**config.mk**
```make
export PLATFORM = sky130hd
export DESIGN_NAME = dmem_arbiter
export DESIGN_NICKNAME = d
export VERILOG_FILES = /design/src/rtl/dmem_pkg.sv /design/src/rtl/rr_arb2.sv /design/src/rtl/dmem_arbiter.sv
export SDC_FILE = /design/constraint.sdc
export NUM_CORES = 1
export LEC_CHECK = 0
export BUFFER_PORTS_ARGS = -buffer_cell sky130_fd_sc_hd__clkbuf_2
export CORE_AREA = 2 2 120 122
export DETAILED_ROUTE_END_ITERATION = 6
export DIE_AREA = 0 0 122 124
export GPL_TIMING_DRIVEN = 0
export PLACE_DENSITY = 0.8
export SLEW_MARGIN = 25
export SYNTH_ARGS = -nofsm -noshare
export SYNTH_HDL_FRONTEND = slang
export SYNTH_SLANG_ARGS = --single-unit
export TNS_END_PERCENT = 20
```
**constraint.sdc**
```tcl
create_clock -name clk_i -period 5.5 [get_ports clk_i]
set_input_delay 0.55 -clock clk_i [delete_from_list [all_inputs] [get_ports clk_i]]
set_output_delay 0.55 -clock clk_i [all_outputs]
set_load 0.02 [all_outputs]
```
**src/rtl/dmem_pkg.sv**
```systemverilog
// Shared types and helpers for the data-memory arbiter.
package dmem_pkg;

    typedef enum logic [1:0] {
        MEM_RD   = 2'b00,
        MEM_BYTE = 2'b01,
        MEM_HALF = 2'b10,
        MEM_WORD = 2'b11
    } mem_we_e;

    localparam int unsigned PORT_CORE = 0;
    localparam int unsigned PORT_DBG  = 1;

    // Reads always fetch a full word, so they need four in-range bytes.
    function automatic logic [2:0] access_bytes(mem_we_e we);
        case (we)
            MEM_BYTE: return 3'd1;
            MEM_HALF: return 3'd2;
            default:  return 3'd4;
        endcase
    endfunction

endpackage

```
**src/rtl/rr_arb2.sv**
```systemverilog
// Two-way round-robin arbiter; port 1 may hold a bounded burst lock.
module rr_arb2
    import dmem_pkg::*;
#(
    parameter int unsigned LockMax = 8
) (
    input  logic       clk_i,
    input  logic       rst_ni,
    input  logic [1:0] req_i,
    input  logic       lock_i,
    output logic [1:0] gnt_o
);

    localparam int unsigned CntW = $clog2(LockMax + 1);
    localparam logic [CntW-1:0] CntMax = CntW'(LockMax);

    logic            last_q, last_d;
    logic [CntW-1:0] cnt_q, cnt_d;
    logic            lock_active;

    always_comb begin
        lock_active = lock_i && last_q && (cnt_q < CntMax);
        gnt_o = 2'b00;
        case (req_i)
            2'b01:   gnt_o = 2'b01;
            2'b10:   gnt_o = 2'b10;
            2'b11:   gnt_o = (lock_active || !last_q) ? 2'b10 : 2'b01;
            default: gnt_o = 2'b00;
        endcase

        last_d = last_q;
        if (gnt_o[PORT_CORE]) begin
            last_d = 1'b0;
        end else if (gnt_o[PORT_DBG]) begin
            last_d = 1'b1;
        end

        // Saturate so an uncontested port-1 run cannot wrap and re-arm the lock.
        cnt_d = cnt_q;
        if (!lock_i || gnt_o[PORT_CORE]) begin
            cnt_d = '0;
        end else if (gnt_o[PORT_DBG] && cnt_q != CntMax) begin
            cnt_d = cnt_q + CntW'(1);
        end
    end

    always_ff @(posedge clk_i or negedge rst_ni) begin
        if (!rst_ni) begin
            last_q <= 1'b1;
            cnt_q  <= '0;
        end else begin
            last_q <= last_d;
            cnt_q  <= cnt_d;
        end
    end

endmodule

```
**src/rtl/dmem_arbiter.sv**
```systemverilog
// Shares one data memory between the core port and the debug/DMA port with range protection.
module dmem_arbiter
    import dmem_pkg::*;
#(
    parameter int unsigned RegBits  = 32,
    parameter int unsigned MemBytes = 1024,
    parameter int unsigned LockMax  = 8
) (
    input  logic               clk_i,
    input  logic               rst_ni,
    input  logic               p0_req_i,
    input  logic [1:0]         p0_we_i,
    input  logic [RegBits-1:0] p0_addr_i,
    input  logic [RegBits-1:0] p0_wdata_i,
    output logic               p0_gnt_o,
    output logic               p0_rvalid_o,
    output logic [RegBits-1:0] p0_rdata_o,
    output logic               p0_err_o,
    input  logic               p1_req_i,
    input  logic [1:0]         p1_we_i,
    input  logic [RegBits-1:0] p1_addr_i,
    input  logic [RegBits-1:0] p1_wdata_i,
    input  logic               p1_lock_i,
    output logic               p1_gnt_o,
    output logic               p1_rvalid_o,
    output logic [RegBits-1:0] p1_rdata_o,
    output logic               p1_err_o,
    output logic [RegBits-1:0] mem_a_o,
    output logic [RegBits-1:0] mem_wd_o,
    output logic [1:0]         mem_we_o,
    input  logic [RegBits-1:0] mem_rd_i
);

    localparam int unsigned ExtW = RegBits + 1;

    logic [1:0]         req, gnt;
    logic               any_gnt, range_err;
    logic [1:0]         we_sel;
    logic [RegBits-1:0] addr_sel, wd_sel, rdata_d;
    logic [ExtW-1:0]    end_addr;

    logic               p0_rvalid_q, p0_err_q, p1_rvalid_q, p1_err_q;
    logic [RegBits-1:0] p0_rdata_q, p1_rdata_q;

    // Requests are masked during reset so no grant or memory write leaks out.
    assign req = {p1_req_i, p0_req_i} & {2{rst_ni}};

    rr_arb2 #(
        .LockMax(LockMax)
    ) u_arb (
        .clk_i (clk_i),
        .rst_ni(rst_ni),
        .req_i (req),
        .lock_i(p1_lock_i),
        .gnt_o (gnt)
    );

    always_comb begin
        any_gnt   = |gnt;
        we_sel    = gnt[PORT_DBG] ? p1_we_i    : p0_we_i;
        addr_sel  = gnt[PORT_DBG] ? p1_addr_i  : p0_addr_i;
        wd_sel    = gnt[PORT_DBG] ? p1_wdata_i : p0_wdata_i;
        end_addr  = {1'b0, addr_sel} + ExtW'(access_bytes(mem_we_e'(we_sel)));
        range_err = end_addr > ExtW'(MemBytes);

        mem_a_o  = any_gnt ? addr_sel : '0;
        mem_wd_o = any_gnt ? wd_sel   : '0;
        mem_we_o = (any_gnt && !range_err) ? we_sel : MEM_RD;

        rdata_d = (!range_err && we_sel == MEM_RD) ? mem_rd_i : '0;
    end

    always_ff @(posedge clk_i or negedge rst_ni) begin
        if (!rst_ni) begin
            p0_rvalid_q <= 1'b0;
            p0_err_q    <= 1'b0;
            p0_rdata_q  <= '0;
            p1_rvalid_q <= 1'b0;
            p1_err_q    <= 1'b0;
            p1_rdata_q  <= '0;
        end else begin
            p0_rvalid_q <= gnt[PORT_CORE];
            p0_err_q    <= gnt[PORT_CORE] & range_err;
            p0_rdata_q  <= gnt[PORT_CORE] ? rdata_d : '0;
            p1_rvalid_q <= gnt[PORT_DBG];
            p1_err_q    <= gnt[PORT_DBG] & range_err;
            p1_rdata_q  <= gnt[PORT_DBG] ? rdata_d : '0;
        end
    end

    assign p0_gnt_o    = gnt[PORT_CORE];
    assign p1_gnt_o    = gnt[PORT_DBG];
    assign p0_rvalid_o = p0_rvalid_q;
    assign p0_err_o    = p0_err_q;
    assign p0_rdata_o  = p0_rdata_q;
    assign p1_rvalid_o = p1_rvalid_q;
    assign p1_err_o    = p1_err_q;
    assign p1_rdata_o  = p1_rdata_q;

endmodule

```
==> reports/qor.csv <==
metric;value;unit
status;finished clean;
Design Area, Final;0.00790;mm^2
core area;0.0137;mm^2
Final Cycle Share;0.974;
Total Wirelength;20800;um
combinational power share;0.272;
Cell variety after synth;62;
CTS tree;built;
row count;43;
CP max stage cell;or4_4;
Starting DRT DRC Count;565;
ranking of synthesized cells by area;dfrtp_1 33%, nand2_1 9.2%, nand3_1 8.2%;
largest area contributor in the netlist;dfrtp_1;
Routed wire per std cell;17.3;um
top_reg_cell synth;dfrtp_1;
Slew Limit Fails;0;
die area;0.0151;mm^2
minimum clock period;5.35;ns
Final ANT Viol Nets;0;
dpl hpwl;15900;um
most frequent cell after synthesis;nand2_1;
Hold Vio Cnt, Final;0;
peak supply drop;0.121;mV
Reg2Reg Launch Point;u_arb.last_q;
Seq/Total Area, Yosys;0.338;
area of the multi-input gates;0.00338;mm^2
crit path launch type;input pin;
worst path cell trace;clkbuf_16, buf_16, nand2_1, a31o_4, buf_8, buf_8, buf_12, mux2i_4, nor2b_4, ha_2, fa_2, a21oi_2, or3_1, o32a_1, mux2i_1, nand3_1, or4_4, nor4_2, buf_4;
Flop pwr share;0.342;
Fin Clk Skew;0.00227;ns
flops & latches, synth;73;
placed cell areas;0.00716;mm^2
H-tree depth;3;
initial antenna violation count;0;
Max-Cap Viols;0;
Setup Viol. Count Final;0;
fin util;0.576;
internal power;1.11;mW
CP dominant cell by count;buf_8;
Synth async-reset ratio;1.00;
Netlist Area Pre-Place;0.00540;mm^2
height of the die;124;um
global route overflow;0;
router iterations before antenna repair;6;
RSZ-0062 raised after global routing;no;
Layout Area Growth over Synthesis;46.2;%
CTS hold repair buffers;0;
die width;122;um
critical path startpoint;rst_ni;
syn avg cell area;7.85;um^2
FF/Latch Area;0.00183;mm^2
CP Data Arrival Time;4.80;ns
top cell type's share of synthesized area;0.333;
nets;1192;
fmax;0.187;GHz
Initial Util;0.394;
Synth Instances;688;
# DRC;0;
clock share of power;0.386;
Post-synth top cells;133 x nand2_1, 89 x nand3_1, 72 x dfrtp_1;
# clock sinks;73;
Slew Limit Headroom;0.471;
GPL Wtd Cong;0.926;
CTS root buffer;clkbuf_16;
Synth Warn #;0;
Vias/cell;5.59;
Clock Latency Late Sink;0.33;ns
number of flops mapped to enable cells by yosys;0;
CTS Buf Count;9;
Sw Pwr;0.481;mW
Sw Share;0.302;
max incr delay on CP;0.65;ns
CP required;4.95;ns
I/O pins;305;
Clock Pin Slew Worst Setup and Hold Paths;0.05;ns
largest net degree at the start of global routing;26;
first-pass GRT wire length;30200;um
Power Dens Cells;202;mW/mm^2
setup ws final;0.146;ns
via count;6712;
Tot GR Track Use;0.257;
I/O Buffers;301;
endpoint type of the worst setup path;output port;
critical path class;input pin to output port;
CTS max path bufs;2;
ant diodes;0;
Placement Setup Slack;-1.84;ns
Fin Setup TNS;0;ns
Lkg Pwr;3.74;nW
Fillers;1232;
vias in the first global route;5701;
Hold Crit Class;input pin to asynchronous set/reset pin;
worst slew pin tran;0.794;ns
Syn Nets;864;
share of cells above drive strength 1;0.417;
critical path fanouts, max;15;
==> registers in the layout, indices dropped and copies added, names as in the netlist <==
signal,flops
p0_rdata_o,32
p1_rdata_o,32
u_arb.last_q,1
p0_rvalid_o,1
p1_err_o,1
p0_err_o,1
p1_rvalid_o,1
u_arb.cnt_q,4
==> kinds of logic after synthesis <==
group | share of synthesized area
AO/OA/AOI/OAI | 0.131
XOR/XNOR | 0.0292
adder cells (fa/ha/maj) | 0.0176
buffers and inverters | 0.0630
flip-flops | 0.338
multiplexers | 0.0468
AND/OR/NAND/NOR | 0.374
==> metrics by stage <==
stage,hold slack [ns],instances,power (mW)
floorplan,0.254,688,0.761
global placement,0.549,1169,0.934
detailed placement,0.526,1170,0.940
CTS,0.0443,1189,1.58
global route,0.0427,1200,1.65
finish,0.0407,1200,1.59
==> power groups by stage <==
stage / Combinational, mW / Clock, mW / Sequential (mW)
after floorplan: 0.205 / 0 / 0.555
after global placement: 0.380 / 0 / 0.553
after detailed placement: 0.387 / 0 / 0.553
after CTS: 0.423 / 0.618 / 0.544
after global routing: 0.470 / 0.639 / 0.544
final: 0.434 / 0.615 / 0.544
==> worst max-delay path, delay by kind of cell <==
kind,cells,cell delay [ns]
AND/OR/NAND/NOR,6,1.70
buffers and inverters,6,0.99
AO/OA/AOI/OAI,3,0.59
multiplexers,2,0.50
adder cells (fa/ha/maj),2,0.43
==> what timing repair did <==
| item | in CTS | in global routing |
|---|---|---|
| buffers inserted | 4 | 11 |
| gates cloned | 3 | 1 |
| endpoints found under the setup margin | 68 | 2 |
| pin swaps | 3 | 8 |
| resized for setup | 46 | 9 |
==> path summary, 6_finish.rpt <==
path                            slack, ns  cells past startpoint              to
worst max-delay path                 0.15                     19     mem_we_o[1]
worst min-delay path                 0.04                      1   p0_rdata_o[3]
worst max register to register       0.60                     17  p0_rdata_o[21]
worst min register to register       0.57                      2  u_arb.cnt_q[3]
max in group asynchronous            4.99                      2  p1_rdata_o[24]
min in group clk_i                   0.46                      3   p0_rdata_o[2]
==> metal layers <==
| layer | track usage | share of wire |
|---|---|---|
| met1 | 0.329 | 0.39 |
| met3 | 0.0440 | 0.097 |
| met2 | 0.440 | 0.48 |
| met4 | 0.0848 | 0.025 |
| met5 | 0 | 0 |
==> layout by cell type, fill, tap and decap left out, types with 3 or more instances in the layout <==
cell type / instances
clkbuf_2: 298
nand2_1: 133
nand3_1: 89
dfrtp_1: 72
a21oi_1: 64
nor3_2: 41
nor2_1: 33
nor3_1: 33
clkbuf_1: 30
mux2i_1: 19
nand4_1: 17
buf_4: 17
clkbuf_16: 11
xnor2_1: 11
o21ai_0: 11
inv_1: 9
buf_6: 9
xor2_1: 7
buf_1: 6
nor4_2: 6
and3_1: 5
a21o_1: 5
nor4_1: 5
buf_2: 4
a31oi_1: 4
or3_1: 4
ha_1: 4
buf_8: 3
mux2i_4: 3
o31ai_1: 3
==> final cells by class <==
type,instances,share of cell area
multi-input cells,549,0.429
flip-flops and latches,73,0.232
repair buffers,320,0.222
plain buffers,53,0.0455
clock buffers,12,0.0312
well taps,180,0.0285
clock inverters,3,0.00824
inverters,10,0.00475
Power figures use the tool's default switching activity.
